`src/rtl/riscv_pkg.sv`:
```
// ============================================================================
// Module  : riscv_pkg
// Brief   : Shared constants and fetch-state encoding for the fetch front end.
// Revision: 1.0 - initial release
// ============================================================================
`default_nettype none

package riscv_pkg;

  localparam int          XLEN             = 32;
  localparam int          IMEM_ADDR_W      = 6;
  localparam int          PC_STEP          = 4;
  localparam logic [31:0] RESET_PC_DEFAULT = 32'h0000_0000;

  typedef enum logic [0:0] {
    FETCH_RUN  = 1'b0,
    FETCH_SKID = 1'b1
  } fetch_state_e;

endpackage

`default_nettype wire

```
`src/rtl/fetch_skid_buffer.sv`:
```
// ============================================================================
// Module  : fetch_skid_buffer
// Brief   : One-entry holding register for an instruction refused by decode.
// Revision: 1.0 - initial release
// ============================================================================
`default_nettype none

module fetch_skid_buffer #(
  parameter int XLEN = riscv_pkg::XLEN
) (
  input  logic            clk,
  input  logic            rst,
  input  logic            load,
  input  logic            clear,
  input  logic [XLEN-1:0] data_in,
  input  logic [XLEN-1:0] pc_in,
  output logic            valid,
  output logic [XLEN-1:0] data,
  output logic [XLEN-1:0] pc
);

  logic            valid_q, valid_d;
  logic [XLEN-1:0] data_q,  data_d;
  logic [XLEN-1:0] pc_q,    pc_d;

  // Clear wins over load so a redirect always empties the entry.
  always_comb begin
    valid_d = valid_q;
    data_d  = data_q;
    pc_d    = pc_q;
    if (clear) begin
      valid_d = 1'b0;
      data_d  = '0;
      pc_d    = '0;
    end else if (load) begin
      valid_d = 1'b1;
      data_d  = data_in;
      pc_d    = pc_in;
    end
  end

  always_ff @(posedge clk) begin
    if (rst) begin
      valid_q <= 1'b0;
      data_q  <= '0;
      pc_q    <= '0;
    end else begin
      valid_q <= valid_d;
      data_q  <= data_d;
      pc_q    <= pc_d;
    end
  end

  assign valid = valid_q;
  assign data  = data_q;
  assign pc    = pc_q;

endmodule

`default_nettype wire

```
`src/rtl/instr_fetch.sv`:
```
// ============================================================================
// Module  : instr_fetch
// Brief   : Fetch stage driving a 1-cycle-latency instruction memory, with a
//           one-entry skid for decode back-pressure and branch redirect.
// Revision: 1.0 - initial release
// ============================================================================
`default_nettype none

module instr_fetch #(
  parameter logic [31:0] RESET_PC    = riscv_pkg::RESET_PC_DEFAULT,
  parameter int          IMEM_ADDR_W = riscv_pkg::IMEM_ADDR_W
) (
  input  logic                   clk,
  input  logic                   rst,
  output logic [IMEM_ADDR_W-1:0] mem_adr,
  input  logic [31:0]            mem_rd,
  input  logic                   branch_taken,
  input  logic [31:0]            branch_target,
  output logic                   out_valid,
  input  logic                   out_ready,
  output logic [31:0]            out_instr,
  output logic [31:0]            out_pc
);

  import riscv_pkg::*;

  fetch_state_e    state_q, state_d;
  logic [XLEN-1:0] pc_issue_q, pc_issue_d;
  logic [XLEN-1:0] pc_resp_q, pc_resp_d;
  logic            resp_valid_q, resp_valid_d;

  logic            skid_load;
  logic            skid_clear;
  logic            skid_valid;
  logic [XLEN-1:0] skid_data;
  logic [XLEN-1:0] skid_pc;

  // Redirect targets are word aligned; the low bits are intentionally dropped.
  logic unused_target_lsbs;
  assign unused_target_lsbs = ^branch_target[1:0];

  fetch_skid_buffer #(
    .XLEN(XLEN)
  ) u_skid (
    .clk     (clk),
    .rst     (rst),
    .load    (skid_load),
    .clear   (skid_clear),
    .data_in (mem_rd),
    .pc_in   (pc_resp_q),
    .valid   (skid_valid),
    .data    (skid_data),
    .pc      (skid_pc)
  );

  always_ff @(posedge clk) begin
    if (rst) begin
      state_q      <= FETCH_RUN;
      pc_issue_q   <= RESET_PC;
      pc_resp_q    <= '0;
      resp_valid_q <= 1'b0;
    end else begin
      state_q      <= state_d;
      pc_issue_q   <= pc_issue_d;
      pc_resp_q    <= pc_resp_d;
      resp_valid_q <= resp_valid_d;
    end
  end

  always_comb begin
    state_d      = state_q;
    pc_issue_d   = pc_issue_q;
    pc_resp_d    = pc_resp_q;
    resp_valid_d = resp_valid_q;
    skid_load    = 1'b0;
    skid_clear   = 1'b0;
    if (branch_taken) begin
      pc_issue_d   = {branch_target[31:2], 2'b00};
      resp_valid_d = 1'b0;
      skid_clear   = 1'b1;
      state_d      = FETCH_RUN;
    end else begin
      case (state_q)
        FETCH_RUN: begin
          if (!resp_valid_q || out_ready) begin
            pc_resp_d    = pc_issue_q;
            pc_issue_d   = pc_issue_q + XLEN'(PC_STEP);
            resp_valid_d = 1'b1;
          end else begin
            // The memory word is gone next cycle, so park it in the skid.
            skid_load    = 1'b1;
            resp_valid_d = 1'b0;
            state_d      = FETCH_SKID;
          end
        end
        FETCH_SKID: begin
          if (out_ready) begin
            pc_resp_d    = pc_issue_q;
            pc_issue_d   = pc_issue_q + XLEN'(PC_STEP);
            resp_valid_d = 1'b1;
            skid_clear   = 1'b1;
            state_d      = FETCH_RUN;
          end
        end
        default: state_d = FETCH_RUN;
      endcase
    end
  end

  always_comb begin
    out_valid = 1'b0;
    out_instr = '0;
    out_pc    = '0;
    if (!rst) begin
      case (state_q)
        FETCH_RUN: begin
          out_valid = resp_valid_q & ~branch_taken;
          out_pc    = pc_resp_q;
          if (resp_valid_q) out_instr = mem_rd;
        end
        FETCH_SKID: begin
          out_valid = skid_valid & ~branch_taken;
          out_instr = skid_data;
          out_pc    = skid_pc;
        end
        default: out_valid = 1'b0;
      endcase
    end
  end

  assign mem_adr = pc_issue_q[IMEM_ADDR_W+1:2];

endmodule

`default_nettype wire

```
`config.mk`:
```
export PLATFORM = sky130hd
export DESIGN_NAME = instr_fetch
export DESIGN_NICKNAME = d
export VERILOG_FILES = /design/src/rtl/riscv_pkg.sv /design/src/rtl/fetch_skid_buffer.sv /design/src/rtl/instr_fetch.sv
export SDC_FILE = /design/constraint.sdc
export NUM_CORES = 1
export LEC_CHECK = 0
export BUFFER_PORTS_ARGS = -buffer_cell sky130_fd_sc_hd__buf_2
export CORE_ASPECT_RATIO = 1.25
export CORE_MARGIN = 2
export CORE_UTILIZATION = 40
export DETAILED_ROUTE_END_ITERATION = 8
export PLACE_DENSITY = 0.69
export SYNTH_ARGS = -nofsm -noshare
export SYNTH_HDL_FRONTEND = slang
export SYNTH_SLANG_ARGS = --single-unit
```
`constraint.sdc`:
```
create_clock -name clk -period 2.5 [get_ports clk]
set_input_delay 0.125 -clock clk [delete_from_list [all_inputs] [get_ports clk]]
set_output_delay 0.125 -clock clk [all_outputs]
set_load 0.02 [all_outputs]
```
==> flow_summary.toml, run 1 <==
[synthesis]
synth_area_um2 = 6160
avgSynthCellArea_um2 = 7.12
synth.distinct_cells = 49
postSynthCellCount = 866
ys_warn_count = 0
ys.flop_type = "dfxtp_1"
seq_area_frac_synth = 0.406
synth_edf_count = 0
synthArstFlopShare = 0
ys_ff_latch = 125

[timing]
skew_ns = 0.00899
rsz0062_at_grt = "false"
hold_violations = 0
worstMarginPinSlew_ns = 0.860
min_period_ns = 2.23
final_max_slew_viol_count = 0
fin_tns_setup_ns = 0
slew_headroom = 0.427
finalSetupViolations = 0
worst_slack_ns = 0.270
timing.fmax_ghz = 0.448
final.period_utilization = 0.892
holdWs_ns = 0.0140

[power]
peakVddDrop_mv = 0.400
power.leakage_uw = 0.00307
power.total_uw = 5280
power_density_nw_per_um2 = 652

[setup_path]
path_class = "reg2reg"
reg2reg_depth = 5
critPathArrivalTime_ns = 2.55
crit_slowest_cell = "or4_4"
crit_family = "simple AND/OR/NAND/NOR gates"
worst-path-buf-inv = 0
r2r-end = "pc_issue_q[28]"
cp.required_ns = 2.82
path_max_fanout = 6
max_stage_delay_ns = 0.59
crit_chain = "ha_1 -> nand4_1 -> or4_4 -> or4_1 -> a311oi_1"
r2r-start = "pc_issue_q[3]"
endpoint_kind = "flop"
cp-startpoint = "pc_issue_q[3]"
ff2ff_setup_slack_ns = 0.27
critPathLaunchType = "flop"

[status]
status = "finished, final reports clean"

[route]
postRouteAntennaNets = 0
num_vias = 6280
drc = 0
drt_iter0_drc = 490
wire_per_inst_um = 13.9
wl_um = 16900
dr.pass1.iters = 5
routed_via_density = 5.18

[placement]
io_buffers = 134
dpl.hpwl_um = 10700
dp_slack_ns = 0.306
routabilityCongestion = 0.805

[cts]
clkTransAtPathRegs_ns = 0.06
clock-root-buffer = "clkbuf_16"
ctsResizeCount = 0
cts_buffers = 17
cts_num_sinks = 125
cts_tree = "yes"
cts_setup_buffers = 0
clk_latency_ns = 0.41
clockBufferDepth = 2
htreeDepth = 4

[layout]
nets = 1085
seq_area_um2 = 2510
area_delta_synth_final_pct = 31.5
nFillCells = 1401
multi_input_area_um2 = 3310
drive_gt1_frac = 0.195

[global_route]
antenna_found_initial = 1
grt_overflow_total = 0
grt_start_max_net_pins = 80
track_usage = 0.203
grt_pass1_vias = 5484
grt_pass1_wl_um = 26800

[floorplanning]
fp.coreArea_um2 = 15000
fp-row-count = 50
die_y_um = 143
die_w_um = 115
ios = 139
die-area_um2 = 16400
initial_core_util = 0.410

[run]
cap_violations = 0

[hold_path]
hold_end = "pc_issue_q[15]"
hold_path.class = "in2reg"
hold_start = "branch_target[15]"
hold_path_depth = 3
Yosys cell counts (2+ instances only):
cell type,number,share of area
o21ai_0,7,0.0057
o31ai_1,7,0.0085
xor2_1,2,0.0028
xnor2_1,8,0.011
a311oi_1,14,0.020
mux2i_1,30,0.049
or4_1,12,0.015
nor3_1,9,0.0073
dfxtp_1,125,0.41
buf_2,2,0.0016
a21oi_1,126,0.10
clkbuf_1,64,0.039
o311ai_0,2,0.0028
or4_4,2,0.0037
a31oi_1,4,0.0041
a211oi_1,10,0.012
or3_1,8,0.0081
nor4_1,9,0.0091
inv_1,7,0.0043
nand2b_1,3,0.0030
nand3_1,10,0.0081
nand4_1,9,0.0091
nand2_1,239,0.15
nor2_1,122,0.074
buf_1,2,0.0012
a211o_1,2,0.0028
buf_4,8,0.0097
or3_2,2,0.0024
metal layers:
metal	part of all wire	global-route usage	wire length, um	vias to the layer above
li1	-	-	-	3239
met5	0	0	0	-
met1	0.45	0.263	7640	2856
met2	0.48	0.331	8130	172
met4	0.014	0.0583	231	0
met3	0.053	0.0522	901	13
worst register-to-register path, stage by stage (launching register included):
cell      delay [ns]
dfxtp_1         0.34
ha_1            0.20
nand4_1         0.23
or4_4           0.59
or4_1           0.52
a311oi_1        0.26
repair_timing:
item	CTS	global route
hold endpoints to repair	50	0
hold buffers	50	0
endpoints found under the setup margin	0	0
per-stage QoR:
| stage | utilization | area (um^2) | cells |
|---|---|---|---|
| 2_1_floorplan | - | 6170 | 867 |
| 3_3_place_gp | 0.464 | 6970 | 1129 |
| 3_5_place_dp | 0.464 | 6970 | 1129 |
| 4_1_cts | 0.540 | 8100 | 1211 |
| 5_1_grt | 0.540 | 8100 | 1211 |
| 6_report | 0.540 | 8100 | 1212 |
state kept, by name, indices dropped and copies added (netlist names):
register	flops
u_skid.data	32
u_skid.pc	30
pc_issue_q	30
pc_resp_q	30
state_q	1
u_skid.valid	1
resp_valid_q	1
layout make-up:
class / count / share of cell area
clock inverter: 14 / 0.0235
clock buffer: 18 / 0.0542
multi-input combinational: 657 / 0.409
sequential: 125 / 0.309
timing repair buffer: 207 / 0.172
antenna: 1 / 0.000309
inverter: 8 / 0.00371
tap: 182 / 0.0281
cell families after synthesis:
group	count (synthesis)	share of synthesized area
compound gates	181	0.172
xor+xnor	10	0.0142
fa+ha+maj	1	0.00203
buf+inv	85	0.0583
flops	125	0.406
mux	30	0.0487
other cells	1	0.000609
simple gates	433	0.298
worst max-delay path by stage:
stage                endpoint  cells past startpoint  slack [ns]
5_1_grt        pc_issue_q[25]                      4        0.11
6_report       pc_issue_q[28]                      5        0.27
2_1_floorplan  pc_issue_q[28]                      5        0.38
4_1_cts        pc_issue_q[28]                      5        0.28
3_3_place_gp   pc_issue_q[28]                      5        0.32
3_5_place_dp   pc_issue_q[28]                      5        0.31
where the power goes:
group	internal [uW]	leakage (uW)	total [uW]	switching, uW
Combinational	230	0.00175	551	321
Sequential	2050	0.00102	2120	69.7
Clock	1700	0.000303	2610	910
cell usage in the layout, fill, tap and decap left out, types with 2 or more instances in the layout:
master         Yosys  final
nand2_1          239    239
buf_2              2    133
a21oi_1          126    126
dfxtp_1          125    124
nor2_1           122    122
dlygate4sd3_1      0     50
mux2i_1           30     30
buf_4              8     20
clkbuf_16          0     17
a311oi_1          14     14
or4_1             12     12
a211oi_1          10     10
nand3_1           10     10
nand4_1            9      9
nor4_1             9      9
nor3_1             9      8
xnor2_1            8      8
inv_1              7      7
o21ai_0            7      7
or3_1              8      7
o31ai_1            7      7
a31oi_1            4      4
bufinv_16          0      4
buf_12             0      4
nand2b_1           3      3
or3_2              2      3
clkinvlp_4         0      3
clkinv_2           0      3
or4_4              2      2
o311ai_0           2      2
xor2_1             2      2
conb_1             1      2
inv_6              0      2
Power figures use the tool's default switching activity.
==> run 2: changes to the inputs <==
--- a/config.mk
+++ b/config.mk
@@ -10,7 +10,8 @@
 export CORE_MARGIN = 2
 export CORE_UTILIZATION = 40
 export DETAILED_ROUTE_END_ITERATION = 8
-export PLACE_DENSITY = 0.69
+export MAX_ROUTING_LAYER = met4
+export PLACE_DENSITY_LB_ADDON = 0.12
 export SYNTH_ARGS = -nofsm -noshare
 export SYNTH_HDL_FRONTEND = slang
 export SYNTH_SLANG_ARGS = --single-unit
==> run 2 against run 1 <==
Against the previous run: first-iteration DRC count down 13%; sequential share of layout area barely moved; clock-buffer cell count up 3; final area decreased by 0.12%; final cell count rose by 0.25%; wire length increased by 2.2%; critical path depth unchanged.
==> flow_summary.toml, run 2 (same netlist as run 1, synthesis figures left out) <==
[route]
wire_per_inst_um = 14.2
wl_um = 17300
drc = 0
dr.pass1.iters = 5
postRouteAntennaNets = 0
drt_iter0_drc = 427
num_vias = 6239
routed_via_density = 5.13

[floorplanning]
initial_core_util = 0.410
fp.coreArea_um2 = 15000
ios = 139
fp-row-count = 50
die_y_um = 143
die-area_um2 = 16400
die_w_um = 115

[placement]
place_inst = 1134
dpl.hpwl_um = 11000
dp_slack_ns = 0.293
routabilityCongestion = 0.779
post_dp_cell_area_um2 = 6980
io_buffers = 134

[hold_path]
hold_path.class = "in2reg"

[timing]
finalSetupViolations = 0
slew_headroom = 0.530
rsz0062_at_grt = "false"
fin_tns_setup_ns = 0
final_max_slew_viol_count = 0
final.period_utilization = 0.889
timing.fmax_ghz = 0.450
holdWs_ns = 0.00803
hold_violations = 0
worst_slack_ns = 0.278
min_period_ns = 2.22
skew_ns = 0.00975
worstMarginPinSlew_ns = 0.705

[setup_path]
endpoint = "pc_issue_q[28]"
r2r-end = "pc_issue_q[28]"
r2r-start = "pc_issue_q[2]"
endpoint_kind = "flop"
path_max_fanout = 6
critPathLaunchType = "flop"
ff2ff_setup_slack_ns = 0.28
cp.required_ns = 2.82
critPathArrivalTime_ns = 2.54
reg2reg_depth = 5
cp-startpoint = "pc_issue_q[2]"
path_class = "reg2reg"

[layout]
final_cells = 1215
antenna_cells = 0
design_area_um2 = 8090
area_delta_synth_final_pct = 31.4
most-common-layout-cells = "239 x nand2_1, 133 x buf_2, 126 x a21oi_1, 124 x dfxtp_1, 122 x nor2_1"
drive_gt1_frac = 0.199
nFillCells = 1538
layout_commonest_cell = "nand2_1"
largest_reg_flops = 32
nets = 1089

[cts]
clk_latency_ns = 0.41
htreeDepth = 4
clkTransAtPathRegs_ns = 0.06
cts_tree = "yes"
cts_buffers = 17
clock-root-buffer = "clkbuf_16"
clockBufferDepth = 2
cts_num_sinks = 125
cts_setup_buffers = 0

[power]
peakVddDrop_mv = 0.351
power_density_nw_per_um2 = 646
power.leakage_uw = 0.00308

[global_route]
grt_pass1_vias = 5646
grt_pass1_wl_um = 27700
grt_start_max_net_pins = 64
antenna_found_initial = 0
track_usage = 0.215
grt_overflow_total = 0

[run]
cap_violations = 0

[status]
status = "finished, final reports clean"
## run 2: cell count changes in the layout (fill, tap and decap cells not counted), sizes merged
cell,before,now
buf,157,162
clkbuf,18,21
inv,10,7
clkinv,5,7
bufinv,4,3
clkinvlp,3,2
diode,1,0
dlygate4sd3,50,49
## run 2: cell type report
class / instances / area [um^2] / share of cell area
clock buffer: 21 / 480 / 0.0594
clock inverter: 11 / 139 / 0.0172
inverter: 8 / 30.0 / 0.00371
multi-input combinational: 657 / 3310 / 0.409
sequential: 125 / 2510 / 0.310
tap: 182 / 228 / 0.0281
timing repair buffer: 211 / 1400 / 0.173
## run 2: worst max-delay path, stage by stage (launching register included)
cell and delay (ns):
dfxtp_1 0.33, ha_1 0.20, nand4_1 0.24, or4_4 0.60, or4_1 0.51, a311oi_1 0.25
## run 2: metrics by stage
stage,power (uW),utilization
finish,5230,0.539
floorplan,2470,-
detailed placement,2660,0.465
global route,5430,0.539
CTS,5280,0.539
global placement,2660,0.465
## run 2: timing repair
action	4_1_cts	5_1_grt
endpoints found under the hold margin	49	0
hold buffers	49	0
gates resized for setup	0	0
## run 2: power breakdown
part / leakage [uW] / internal, uW / switching [uW]
clock: 0.000305 / 1670 / 887
sequential: 0.00102 / 2060 / 62.8
combinational: 0.00176 / 231 / 330
## run 2: worst min path at each step
stage	from	endpoint	slack (ns)	depth (start not counted)
global route	branch_target[27]	pc_issue_q[27]	0.01	3
floorplan	mem_rd[0]	u_skid.data[0]	0.26	2
CTS	branch_target[27]	pc_issue_q[27]	0.0005	3
finish	branch_target[27]	pc_issue_q[27]	0.008	3
detailed placement	mem_rd[3]	u_skid.data[3]	0.38	3
global placement	mem_rd[1]	u_skid.data[1]	0.38	3
## run 2: routing by layer
metal  wire length [um]  vias up  GRT usage  share of wire
met2               7840      155      0.329           0.45
met3                860       16     0.0437          0.050
li1                   -     3241          -              -
met1               8400     2827      0.289           0.49
met4                176        0     0.0583          0.010
met5                  0        -          -              0
